**config.mk**
```make
export PLATFORM = sky130hd
export DESIGN_NAME = eret_ctrl
export DESIGN_NICKNAME = d
export VERILOG_FILES = /design/src/rtl/eret_pkg.sv /design/src/rtl/eret_drain_cnt.sv /design/src/rtl/eret_ctrl.sv
export SDC_FILE = /design/constraint.sdc
export NUM_CORES = 1
export LEC_CHECK = 0
export BUFFER_PORTS_ARGS = -buffer_cell sky130_fd_sc_hd__buf_2
export CORE_ASPECT_RATIO = 0.7
export CORE_MARGIN = 3
export CORE_UTILIZATION = 51
export CTS_CLUSTER_SIZE = 14
export DETAILED_ROUTE_END_ITERATION = 16
export PLACE_DENSITY = 0.92
export SLEW_MARGIN = 20
export SYNTH_ARGS = -nofsm -noshare
export SYNTH_HDL_FRONTEND = slang
export SYNTH_HIERARCHICAL = 1
export SYNTH_SLANG_ARGS = --single-unit
```
**constraint.sdc**
```tcl
create_clock -name clk -period 5.01 [get_ports clk]
set_clock_uncertainty 0.15 [all_clocks]
set_input_delay 0.501 -clock clk [delete_from_list [all_inputs] [get_ports clk]]
set_output_delay 0.501 -clock clk [all_outputs]
set_load 0.02 [all_outputs]
```
**src/rtl/eret_pkg.sv**
```systemverilog
// Shared definitions for the exception-return controller: FSM encoding,
// default reset EPC and the word-alignment mask applied to every EPC write.
package eret_pkg;

    typedef enum logic [1:0] {
        IDLE     = 2'd0,
        DRAIN    = 2'd1,
        REDIRECT = 2'd2
    } eret_state_e;

    localparam logic [31:0] ERET_RESET_EPC = 32'h0000_3000;
    localparam logic [31:0] EPC_ALIGN_MASK = 32'hFFFF_FFFC;

    // EPC always holds a word address.
    function automatic logic [31:0] epc_align(input logic [31:0] v);
        return v & EPC_ALIGN_MASK;
    endfunction

endpackage

```
**src/rtl/eret_drain_cnt.sv**
```systemverilog
// 4-bit loadable down-counter that times the pipeline drain after an ERET
// flush. done flags the last drain cycle (count==1).
module eret_drain_cnt (
    input  logic       clk,
    input  logic       reset,
    input  logic       load,
    input  logic [3:0] load_val,
    input  logic       dec,
    output logic       done
);

    logic [3:0] count;

    // Load takes precedence over decrement; the count floors at zero.
    always_ff @(posedge clk) begin
        if (!reset)
            count <= 4'd0;
        else if (load)
            count <= load_val;
        else if (dec && count != 4'd0)
            count <= count - 4'd1;
    end

    assign done = (count == 4'd1);

endmodule

```
**src/rtl/eret_ctrl.sv**
```systemverilog
// Exception-return controller: owns EPC and EXL, and on a retiring ERET
// flushes, drains and then redirects fetch to the saved EPC.
// Optional feature: define ERET_CNT_EN to add eret_count, a saturating
// count of completed redirect handshakes.
module eret_ctrl
    import eret_pkg::*;
#(
    parameter int unsigned DRAIN_CYCLES = 2,
    parameter logic [31:0] RESET_EPC    = ERET_RESET_EPC
) (
    input  logic        clk,
    input  logic        reset,
    input  logic        exc_req,
    input  logic [31:0] exc_epc,
    input  logic        epc_we,
    input  logic [31:0] epc_wdata,
    input  logic        eret_req,
    input  logic        redir_ready,
    output logic        redir_valid,
    output logic [31:0] redir_pc,
    output logic        flush,
    output logic        stall,
    output logic        busy,
    output logic        exl,
    output logic [31:0] epc,
    output logic        eret_err
`ifdef ERET_CNT_EN
    ,
    output logic [31:0] eret_count
`endif
);

    localparam logic [3:0] DRAIN_LD   = 4'(DRAIN_CYCLES);
    localparam logic       SKIP_DRAIN = (DRAIN_CYCLES == 0);

    eret_state_e state;
    logic        exc_take;
    logic        eret_go;
    logic        eret_bad;
    logic        hs;
    logic        drain_done;

    // Exceptions never nest; an exception in the ERET cycle wins and the
    // ERET is silently dropped. Nothing new starts outside IDLE.
    assign exc_take = exc_req && !exl;
    assign eret_go  = (state == IDLE) && eret_req && exl && !exc_req;
    assign eret_bad = (state == IDLE) && eret_req && !exl && !exc_req;
    assign hs       = (state == REDIRECT) && redir_valid && redir_ready;

    eret_drain_cnt u_drain (
        .clk      (clk),
        .reset    (reset),
        .load     (eret_go),
        .load_val (DRAIN_LD),
        .dec      (state == DRAIN),
        .done     (drain_done)
    );

    // EPC and EXL: exception entry beats an MTC0 write; the handshake ends EXL.
    always_ff @(posedge clk) begin
        if (!reset) begin
            epc <= RESET_EPC;
            exl <= 1'b0;
        end else begin
            if (exc_take)
                epc <= epc_align(exc_epc);
            else if (epc_we)
                epc <= epc_align(epc_wdata);

            if (exc_take)
                exl <= 1'b1;
            else if (hs)
                exl <= 1'b0;
        end
    end

    // Return FSM with registered strobes; redir_pc is latched once at accept
    // so later EPC writes cannot disturb an in-flight redirect.
    always_ff @(posedge clk) begin
        if (!reset) begin
            state       <= IDLE;
            redir_pc    <= 32'd0;
            redir_valid <= 1'b0;
            flush       <= 1'b0;
            stall       <= 1'b0;
            busy        <= 1'b0;
            eret_err    <= 1'b0;
        end else begin
            flush    <= 1'b0;
            eret_err <= 1'b0;
            case (state)
                IDLE: begin
                    if (eret_go) begin
                        redir_pc <= epc;
                        flush    <= 1'b1;
                        stall    <= 1'b1;
                        busy     <= 1'b1;
                        if (SKIP_DRAIN) begin
                            state       <= REDIRECT;
                            redir_valid <= 1'b1;
                        end else begin
                            state <= DRAIN;
                        end
                    end else if (eret_bad) begin
                        eret_err <= 1'b1;
                    end
                end
                DRAIN: begin
                    if (drain_done) begin
                        state       <= REDIRECT;
                        redir_valid <= 1'b1;
                    end
                end
                REDIRECT: begin
                    if (redir_ready) begin
                        state       <= IDLE;
                        redir_valid <= 1'b0;
                        stall       <= 1'b0;
                        busy        <= 1'b0;
                    end
                end
                default: begin
                    state       <= IDLE;
                    redir_valid <= 1'b0;
                    stall       <= 1'b0;
                    busy        <= 1'b0;
                end
            endcase
        end
    end

`ifdef ERET_CNT_EN
    // Completed-return counter, saturating at all ones.
    always_ff @(posedge clk) begin
        if (!reset)
            eret_count <= 32'd0;
        else if (hs && eret_count != 32'hFFFF_FFFF)
            eret_count <= eret_count + 32'd1;
    end
`endif

endmodule
```
=== Word-level counts from Yosys, hierarchy flattened ===
Cells that the tools add are included.

* Memories: 0
* Bits in latches: 0
* ROM bits: 0
* Input port bits: 70
* Output and inout port bits: 70
* RAM bits: 0
* Word-level logic and storage cells: 60
* Flip-flop bits (word level): 71

* Reductions and logical operators: 23
* Bitwise operators: 3
* Muxes and demuxes: 17
* Shift-type cells: 0
* Multipliers: 0
* Add/subtract/negate cells: 1
* Eq/ne operators: 6
* Magnitude comparators: 0
* Div/mod/pow operators: 0

{| class="wikitable"
|+ Operator list
! operator !! number
|-
| 32-bit two-way mux || 2
|-
| 2-bit two-way mux || 5
|-
| 1-bit logical AND || 9
|-
| 3-bit AND reduction || 3
|-
| 1-bit two-way mux || 7
|-
| 2-bit inequality test, second input constant || 3
|-
| 1-bit one-hot mux with 3 select lines || 2
|-
| 2-bit one-hot mux with 3 select lines || 1
|-
| 2-bit nonzero test || 3
|-
| 4-bit by 1-bit equality test with 1-bit output, second input constant || 1
|-
| 2-bit AND reduction || 2
|-
| 4-bit nonzero test || 1
|-
| 4-bit by 1-bit subtractor with 4-bit output, second input constant || 1
|-
| 1-bit inverter || 3
|-
| 3-bit OR reduction || 1
|-
| 2-bit by 1-bit equality test with 1-bit output, second input constant || 1
|-
| 2-bit equality test, second input constant || 1
|-
| 1-bit zero test || 2
|-
| 2-bit zero test || 1
|-
| 2-bit OR reduction || 1
|}

=== Depth between registers and ports, before layout ===
Gate-level depths: netlist of the first run.

* Word-level depth: 6
* Gate-level depth with buffers: 6
* Depth with buffers taken out: 5

=== Hierarchy ===
The synthesis of the first run kept the hierarchy.

{| class="wikitable"
|+ Modules (own cells, without submodules)
! module !! instances !! area each (µm²) !! sequential area each (µm²) !! cells an instance
|-
| eret_ctrl || 1 || 2901.5 || 1341.3 || 300
|-
| eret_drain_cnt || 1 || 271.5 || 80.1 || 35
|}

=== Worst setup path before layout of the first run ===
OpenSTA, ideal clock, no wires.

* Path kind: reg2reg
* From: register exl
* To: register u_drain.count[3]
* Clock period less this slack: 1.786 ns
* Buffers on the path: 1
* Path slack: 3.224 ns
* Data arrival time: 1.513 ns
* Cell stages (with the launch flop): 7
* Path through: dfxtp_1 -> nand2b_4 -> nor4b_4 -> buf_6 -> inv_1 -> o21ai_0 -> a31oi_1

* Cells in the longest elaborated chain, start to end: 3

{| class="wikitable"
|+ RTL lines
! what !! RTL line !! text
|-
| from (decl) || eret_ctrl.sv:24 || <nowiki>output logic exl,</nowiki>
|-
| from (signal assigned) || eret_ctrl.sv:63 || <nowiki>exl <= 1'b0;</nowiki>
|-
| from (signal assigned) || eret_ctrl.sv:71 || <nowiki>exl <= 1'b1;</nowiki>
|-
| from (signal assigned) || eret_ctrl.sv:73 || <nowiki>exl <= 1'b0;</nowiki>
|-
| 1-bit logical AND (2 in series) || eret_ctrl.sv:46 || <nowiki>assign eret_go = (state == IDLE) && eret_req && exl && !exc_req;</nowiki>
|-
| named net eret_go || eret_ctrl.sv:38 || <nowiki>logic eret_go;</nowiki>
|-
| 2-bit OR reduction (no line) || n/a ||
|-
| to (signal assigned) || eret_drain_cnt.sv:19 || <nowiki>count <= load_val;</nowiki>
|-
| to (signal assigned) || eret_drain_cnt.sv:21 || <nowiki>count <= count - 4'd1;</nowiki>
|-
| to (decl) || eret_drain_cnt.sv:12 || <nowiki>logic [3:0] count;</nowiki>
|}

The timed path passes the listed nets, and every way through them passes these cells.
A chain may end at the register's enable or synchronous reset.

=== Worst setup path after layout of the first run ===
* From: register exl
* To: register u_drain.count[3]

* Cells in the longest elaborated chain, start to end: 3

{| class="wikitable"
|+ RTL lines
! what !! RTL line
|-
| 1-bit logical AND (2 in series) || eret_ctrl.sv:46
|-
| 2-bit OR reduction (no line) || n/a
|}

Every way passes these cells.

==> results of run 1 <==
-- through the flow --
stage / power (mW) / area [µm²]
floorplan: 0.765 / 3200
global placement: 0.826 / 3800
detailed placement: 0.835 / 3800
CTS: 1.23 / 3980
global route: 1.29 / 4000
finish: 1.22 / 4000
-- registers in the layout (all words and copies together), names as in the netlist --
register	count
epc	30
redir_pc	30
busy	1
flush	1
eret_err	1
u_drain/count	4
state	2
redir_valid	1
exl	1
-- report_power, final --
group	switching, mW	internal [mW]
logic	0.120	0.0866
clock network	0.206	0.192
registers	0.0223	0.594
total	0.349	0.873
-- path summary, 6_finish.rpt --
path                                          to  slack, ns  depth (start not counted)        start
worst min-delay path                     epc[31]       0.26                          2  exc_epc[31]
worst max register to register  u_drain/count[3]       3.18                          6          exl
worst min register to register       redir_pc[8]       0.31                          2  redir_pc[8]
worst max-delay path            u_drain/count[3]       3.18                          6          exl
-- worst max-delay path, cell delays in order (launching register included) --
cell      delay (ns)
dfxtp_1         0.48
nand2b_4        0.09
nor4b_4         0.28
buf_4           0.35
inv_1           0.13
o21ai_0         0.17
a31oi_1         0.06
-- area by class of cell --
cell class,instances,area share
clock inverter,5,0.00844
inverter,6,0.00563
timing repair buffer,135,0.174
sequential,71,0.355
clock buffer,11,0.0353
tap,75,0.0235
multi-input combinational,233,0.397
-- cell usage in the layout, fill, tap and decap left out, drive strengths merged, types with 3 or more instances in the layout --
| master | n |
|---|---|
| clkbuf | 11 |
| o211a | 28 |
| conb | 8 |
| inv | 6 |
| a31o | 3 |
| clkinv | 3 |
| nand4 | 3 |
| nand2 | 90 |
| dfxtp | 71 |
| mux2i | 58 |
| buf | 135 |
| nor2 | 6 |
| nand3 | 4 |
| o21ai | 5 |
| nor2b | 5 |
-- layer usage --
metal	vias to the layer above	global-route usage
li1	1383	-
met1	1283	0.237
met2	102	0.362
met3	4	0.0817
met4	0	0.0688
met5	-	0
-- kinds of logic (layout without fill, tap and decap cells) --
logic type,count (synthesis),count (layout),share of synthesized area
fa+ha+maj,2,2,0.00789
mux,58,58,0.183
compound gates,45,45,0.127
buf+inv,37,157,0.0603
other cells,2,8,0.00237
flops,71,71,0.448
simple gates,120,120,0.172
==> results.toml, run 1 <==
[clock_network]
clk_pin_slew_worst_paths_ns = 0.08
root_buffer = "clkbuf_8"
cts_hold_buf = 0
clk_latency_ns = 0.33
cts_tree = "yes"
clockBufferDepth = 2
clkSinkCount = 71
h-tree-depth = 3
cts_setup_buffers = 0
cts_buffers = 9
cts_resized = 0

[timing]
finalSetupTns_ns = 0
final.min_clock_period_ns = 1.83
timing.final.ws_setup_ns = 3.18
hold_ws_ns = 0.256
worstMarginPinSlew_ns = 0.957
rsz0062_at_grt = "false"
slew_violations = 0
fin_crit_sh = 0.365
slew_headroom = 0.362
finalSetupViolCount = 0
final-hold-violation-count = 0
fmax_ghz = 0.547

[detailed_routing]
top_layer = "met4"
vias = 2772
wl_met2_mm = 3.65
drtPass1Iterations = 5
met3_length_um = 629
final_antenna_net_count = 0
drc = 0
drt_iter0_drc = 90
avgViaCountPerCell = 5.17
post_drt_wl_per_cell_um = 14.1
wl_mm = 7.55
wl_met1_mm = 3.23

[synth]
ys.flop_type = "dfxtp_1"
yosys_warnings = 6
netlist_area_um2 = 3170
syn_inst = 335
seq_area_frac_synth = 0.448
synth_top_area_frac = 0.448
synth-edff-count = 0
synth.area.top_cells = "dfxtp_1, mux2i_1, nand2_1"
yosysUniqueCellTypes = 34
async_reset_ff_frac = 0
yosys.cell_count.top_type = "nand2_1"
synth.largest_area_cell = "dfxtp_1"
avgSynthCellArea_um2 = 9.47
ys_ff_latch = 71
synth_common_cells = "nand2_1, dfxtp_1, mux2i_1"

[cells_and_area]
area.growth.synth_to_final_pct = 26.1
drive_gt1_frac = 0.338
ff_latch_area_um2 = 1420
multiInputGateArea_um2 = 1590
fin_cells = 536
filler_cell_count = 485
utilization = 0.682
antennaDiodeCount = 0
fin_nets = 528

[worst_setup_path]
startpoint_type = "flop"
critical_path_class = "reg2reg"
worstPathArrival_ns = 1.89
required_ns = 5.07
worstSetupEndpointType = "flop"
cp_max_fo = 16

[power_and_ir_drop]
powerDensity_nw_per_um2 = 305
ir_worst_vdd_mv = 0.239
leakage_nw = 2.11

[placement]
place_ws_ns = 2.69
placedCellCount = 519
routabilityCongestion = 0.793
dp_hpwl_mm = 5.42
io_buffers = 131

[job]
drv_cap = 0

[floorplan]
die_x_um = 100
io_pins = 140
fp-row-count = 23
die_area_um2 = 7220
die_h_um = 72.0
core_um2 = 5870
start_util = 0.540

[status]
outcome = "completed"

[global_route]
grt_pass1_vias = 2699
grt_overflow = 0
grt_pass1_wl_mm = 12.1
grtUsageTotal = 0.209
grt_max_degree = 65
antenna_found_initial = 0

[hold_path]
hold_class = "in2reg"
(Power assumes the default switching activity.)
==> inputs of run 2 (changes only) <==
--- a/config.mk
+++ b/config.mk
@@ -8,10 +8,10 @@
 export BUFFER_PORTS_ARGS = -buffer_cell sky130_fd_sc_hd__buf_2
 export CORE_ASPECT_RATIO = 0.7
 export CORE_MARGIN = 3
-export CORE_UTILIZATION = 51
+export CORE_UTILIZATION = 43
 export CTS_CLUSTER_SIZE = 14
 export DETAILED_ROUTE_END_ITERATION = 16
-export PLACE_DENSITY = 0.92
+export PLACE_DENSITY = 0.84
 export SLEW_MARGIN = 20
 export SYNTH_ARGS = -nofsm -noshare
 export SYNTH_HDL_FRONTEND = slang
==> constraint.sdc (replaced) <==
create_clock -name clk -period 1.53 [get_ports clk]
set_clock_uncertainty 0.15 [all_clocks]
set_input_delay 0.153 -clock clk [delete_from_list [all_inputs] [get_ports clk]]
set_output_delay 0.153 -clock clk [all_outputs]
set_load 0.02 [all_outputs]
==> run 2 against run 1 <==
Effect of this change: the run now ends with setup timing left; die area increased by 17%; global-route usage increased by 0.89 points; hold slack got worse by 0.24 ns; clock power increased to 3.7 times the previous value; design area increased by 20%; via count increased by 12%; sequential share of layout area decreased by 5.6 points; core utilization increased by 0.71 points; wire length increased by 24%; power increased to 3.6 times the previous value; first-iteration DRC count increased by 46%; non-clock buffer count increased by 64; largest power group unchanged; highest routed layer unchanged.
==> results.toml, run 2 (same netlist as run 1, synthesis figures left out) <==
[detailed_routing]
post_drt_wl_per_cell_um = 15.1
drc = 0
wl_met2_mm = 4.79
met3_length_um = 630
drt_iter0_drc = 131
vias = 3101
final_antenna_net_count = 0
avgViaCountPerCell = 5.01
wl_met1_mm = 3.80
wl_mm = 9.36
top_layer = "met4"
drtPass1Iterations = 4

[placement]
io_buffers = 131
routabilityCongestion = 0.782
placed_cell_area_um2 = 4030
placedCellCount = 554
dp_hpwl_mm = 5.93
place_ws_ns = -0.105

[timing]
final-hold-violation-count = 0
final.min_clock_period_ns = 1.62
finalSetupViolCount = 3
timing.final.ws_setup_ns = -0.0915
slew_violations = 0
fin_crit_sh = 1.06
fmax_ghz = 0.617
rsz0062_at_grt = "true"
finalSetupTns_ns = -0.179

[worst_setup_path]
critical_path_class = "reg2reg"
crit_slowest_cell = "or3b_4"
r2r_start = "u_drain/count[1]"
cp_max_fo = 5
required_ns = 1.66
worstPathArrival_ns = 1.75
r2r_slack_ns = -0.09
r2r-end = "u_drain/count[0]"
worstSetupEndpointType = "flop"
crit_family = "simple AND/OR/NAND/NOR gates"
slowest_delay_ns = 0.41
rr_worst_depth = 5
startpoint_type = "flop"
path_cells = "inv_2 > ha_4 > or3b_4 > a2111o_1 > nand3_1"
cp_num_buf_inv = 1

[global_route]
grt_pass1_wl_mm = 14.6
grt_max_degree = 44
grt_overflow = 0
grt_pass1_vias = 3104
grtUsageTotal = 0.218
antenna_found_initial = 0

[status]
violations = "setup timing"
outcome = "complete, but fails checks"

[cells_and_area]
antennaDiodeCount = 0
drive_gt1_frac = 0.373
area.growth.synth_to_final_pct = 50.7
finalInstanceArea_um2 = 4780
top_regs = "epc x30, redir_pc x30, u_drain/count x4"
filler_cell_count = 574
layout_commonest_cell = "buf_2"
fin_cells = 619
fin_nets = 592
most-common-layout-cells = "buf_2, nand2_1, dfxtp_1"
ff_latch_area_um2 = 1430
multiInputGateArea_um2 = 1630

[power_and_ir_drop]
powerDensity_nw_per_um2 = 916
intPower_mw = 3.16
leakage_nw = 2.45
p_sw_mw = 1.22
pwr-share-comb = 0.199
p_clk_frac = 0.340
swShare = 0.279
ir_worst_vdd_mv = 0.562
seqPwrFrac = 0.461

[floorplan]
die_area_um2 = 8460
core_um2 = 6940
die_x_um = 109
io_pins = 140
start_util = 0.457
die_h_um = 77.9
fp-row-count = 25

[clock_network]
cts_tree = "yes"
clk_pin_slew_worst_paths_ns = 0.08
clockBufferDepth = 2
root_buffer = "clkbuf_8"
clkSinkCount = 71
cts_buffers = 9
h-tree-depth = 3
clk_latency_ns = 0.34

[hold_path]
hold_path_depth = 4
holdPathEnd = "epc[14]"
hold_class = "in2reg"
hold_path.startpoint = "epc_wdata[14]"

[job]
drv_cap = 0
[run 2: cell count changes in the layout (fill, tap and decap cells not counted), moves of 2 or more]
cell	previous run	this run
dfxtp_2	0	3
buf_12	1	6
inv_2	0	2
inv_1	6	3
dlygate4sd3_1	0	39
buf_4	3	20
clkbuf_16	0	2
dfxtp_1	71	67
[run 2: worst register-to-register path, cell delays in order (launching register included)]
cell and delay [ns]:
dfxtp_2 0.33, inv_2 0.08, ha_4 0.13, or3b_4 0.41
a2111o_1 0.38, nand3_1 0.08
[run 2: repair_timing]
action / CTS / global route
pin swaps: 2 / 1
gates resized for setup: 5 / 11
hold endpoints to repair: 33 / 0
buffers inserted: 1 / 7
hold buffers: 39 / 0
gates cloned: 0 / 2
setup endpoints to repair: 6 / 28
[run 2: layout make-up]
| class | instances | area share |
|---|---|---|
| Timing Repair Buffer | 199 | 0.288 |
| Inverter | 6 | 0.00576 |
| Tap cell | 94 | 0.0246 |
| Multi-Input combinational cell | 233 | 0.342 |
| Clock inverter | 6 | 0.0123 |
| Clock buffer | 10 | 0.0288 |
| Sequential cell | 71 | 0.299 |
[run 2: metrics by stage]
step                power, mW  hold slack [ns]   util
floorplan                2.51            0.141      -
global placement         2.76            0.242  0.580
detailed placement       2.79            0.249  0.580
CTS                      4.37          0.00196  0.668
global route             4.58           0.0235  0.689
finish                   4.38           0.0147  0.689
[run 2: per-layer routing]
metal / global-route usage / vias to the layer above
li1: - / 1517
met1: 0.238 / 1447
met2: 0.397 / 121
met3: 0.0599 / 16
met4: 0.0845 / 0
met5: 0 / -
[run 2: power by group through the flow]
stage | clock, mW | combinational [mW] | sequential, mW
after detailed placement | 0 | 0.738 | 2.06
after floorplan | 0 | 0.353 | 2.16
final | 1.49 | 0.872 | 2.02
after global routing | 1.60 | 0.945 | 2.03
after global placement | 0 | 0.710 | 2.05
after CTS | 1.52 | 0.827 | 2.02
[run 2: worst max-delay path by stage]
stage / startpoint / to / slack [ns] / depth (start not counted)
finish: u_drain/count[1] / u_drain/count[0] / -0.09 / 5
global route: u_drain/count[0] / u_drain/count[1] / -0.14 / 5
CTS: u_drain/count[1] / u_drain/count[0] / -0.07 / 5
detailed placement: u_drain/count[1] / u_drain/count[0] / -0.10 / 5
global placement: u_drain/count[1] / u_drain/count[0] / -0.04 / 5
floorplan: u_drain/count[1] / u_drain/count[0] / -0.07 / 6
==> inputs of run 3 (changes only) <==
--- a/config.mk
+++ b/config.mk
@@ -8,10 +8,10 @@
 export BUFFER_PORTS_ARGS = -buffer_cell sky130_fd_sc_hd__buf_2
 export CORE_ASPECT_RATIO = 0.7
 export CORE_MARGIN = 3
-export CORE_UTILIZATION = 43
+export CORE_UTILIZATION = 47
 export CTS_CLUSTER_SIZE = 14
 export DETAILED_ROUTE_END_ITERATION = 16
-export PLACE_DENSITY = 0.84
+export PLACE_DENSITY = 0.87
 export SLEW_MARGIN = 20
 export SYNTH_ARGS = -nofsm -noshare
 export SYNTH_HDL_FRONTEND = slang
==> constraint.sdc (replaced) <==
create_clock -name clk -period 1.7 [get_ports clk]
set_clock_uncertainty 0.15 [all_clocks]
set_input_delay 0.17 -clock clk [delete_from_list [all_inputs] [get_ports clk]]
set_output_delay 0.17 -clock clk [all_outputs]
set_load 0.02 [all_outputs]
==> run 3 against run 2 <==
Effect of this change: the run now ends clean; non-clock buffer count fell by 23; hold slack better by 0.0099 ns; maximum frequency down 1.3%; setup slack improved by 0.15 ns; largest cell class unchanged; highest routed layer unchanged.
==> results.toml, run 3 (same netlist as run 1, synthesis figures left out) <==
[status]
outcome = "completed"

[clock_network]
clkSinkCount = 71
h-tree-depth = 3
cts_tree = "yes"
clk_latency_ns = 0.34
clk_pin_slew_worst_paths_ns = 0.08
cts_buffers = 9
clockBufferDepth = 2
root_buffer = "clkbuf_8"
cts_setup_buffers = 0

[worst_setup_path]
worstPathArrival_ns = 1.77
path_cells = "inv_2 > ha_4 > or3b_4 > a2111o_1 > nand3_1"
crit_path_end = "u_drain/count[1]"
cp_max_fo = 5
worstSetupEndpointType = "flop"
slowest_delay_ns = 0.41
crit_family = "simple AND/OR/NAND/NOR gates"
critPathLaunch = "u_drain/count[1]"
critical_path_class = "reg2reg"
crit_slowest_cell = "a2111o_1"
required_ns = 1.83
crit_cells = 5
startpoint_type = "flop"
r2r_slack_ns = 0.06
r2r_start = "u_drain/count[1]"
r2r-end = "u_drain/count[1]"
rr_worst_depth = 5
cp_num_buf_inv = 1

[cells_and_area]
fin_nets = 569
layout_commonest_cell = "buf_2"
fin_cells = 593
filler_cell_count = 507
most-common-layout-cells = "buf_2, nand2_1, dfxtp_1"
top_regs = "epc x30, redir_pc x30, u_drain/count x4"
antennaDiodeCount = 0
finalInstanceArea_um2 = 4490
area.growth.synth_to_final_pct = 41.6
drive_gt1_frac = 0.339

[power_and_ir_drop]
powerDensity_nw_per_um2 = 869
ir_worst_vdd_mv = 0.584
leakage_nw = 2.31

[floorplan]
die_area_um2 = 7790
die_x_um = 104
core_um2 = 6400
die_h_um = 74.7
io_pins = 140
start_util = 0.496
fp-row-count = 24

[timing]
fmax_ghz = 0.609
final-hold-violation-count = 0
finalSetupViolCount = 0
rsz0062_at_grt = "false"
final.min_clock_period_ns = 1.64
fin_crit_sh = 0.966
slew_violations = 0
timing.final.ws_setup_ns = 0.0575

[detailed_routing]
wl_mm = 8.59
final_antenna_net_count = 0
drc = 0
drtPass1Iterations = 4
drt_iter0_drc = 125
avgViaCountPerCell = 4.99
vias = 2962
post_drt_wl_per_cell_um = 14.5

[placement]
io_buffers = 131
place_ws_ns = -0.0171
routabilityCongestion = 0.806
placedCellCount = 544
dp_hpwl_mm = 5.65
placed_cell_area_um2 = 3930

[global_route]
antenna_found_initial = 0
grt_overflow = 0
grtUsageTotal = 0.226
grt_pass1_wl_mm = 14.0
grt_pass1_vias = 2967
grt_max_degree = 69

[hold_path]
hold_path.startpoint = "epc_wdata[31]"
hold_class = "in2reg"

[job]
drv_cap = 0
[run 3: cell count changes in the layout (fill, tap and decap cells not counted), moves of 2 or more]
cell,before,now
dfxtp_1,67,70
buf_6,1,3
dlygate4sd3_1,39,33
buf_4,20,6
clkbuf_16,2,0
buf_12,6,3
dfxtp_2,3,1
[run 3: through the flow]
step / TNS, ns / util / power [mW] / hold slack [ns]
after floorplan: 0 / - / 2.26 / 0.158
after global placement: 0 / 0.614 / 2.47 / 0.259
after detailed placement: -0.0277 / 0.614 / 2.49 / 0.267
after CTS: 0 / 0.700 / 3.93 / 0.0116
after global routing: 0 / 0.702 / 4.09 / 0.0194
final: 0 / 0.702 / 3.91 / 0.0246
[run 3: final cells by class]
| class | count | area [µm²] | area share |
|---|---|---|---|
| multi-input cells | 233 | 1600 | 0.356 |
| flip-flops and latches | 71 | 1420 | 0.317 |
| repair buffers | 176 | 1120 | 0.250 |
| clock buffers | 11 | 151 | 0.0337 |
| well taps | 91 | 114 | 0.0253 |
| clock inverters | 5 | 56.3 | 0.0125 |
| inverters | 6 | 22.5 | 0.00501 |
[run 3: what timing repair did]
item / 4_1_cts / 5_1_grt
endpoints found under the hold margin: 31 / 0
hold buffers: 33 / 0
setup endpoints to repair: 2 / 16
gates resized for setup: 4 / 4
pin swaps: 0 / 2
[run 3: report_power, final]
part | internal (mW) | switching, mW
clock network | 0.755 | 0.621
registers | 1.75 | 0.0678
logic | 0.332 | 0.380
[run 3: worst register-to-register path: cells and delay by family, from the launching register on]
kind / cells / cell delay (ns)
DFF: 1 / 0.32
AOI/OAI and AO/OA: 1 / 0.41
and+or+nand+nor: 2 / 0.46
adders and majority gates: 1 / 0.14
buffers and inverters: 1 / 0.09
[run 3: routing by layer]
layer	wire, µm	track usage	up-vias
met5	0	0	-
met4	121	0.0855	0
met3	571	0.0711	13
met2	4310	0.420	120
met1	3590	0.250	1360
li1	-	-	1469
[run 3: how the worst min path moves through the flow]
stage,end,slack [ns],cells after the start
3_5_place_dp,epc[31],0.27,2
2_1_floorplan,u_drain/count[3],0.16,2
6_report,epc[31],0.02,4
5_1_grt,epc[27],0.02,4
3_3_place_gp,epc[24],0.26,2
4_1_cts,epc[4],0.01,4
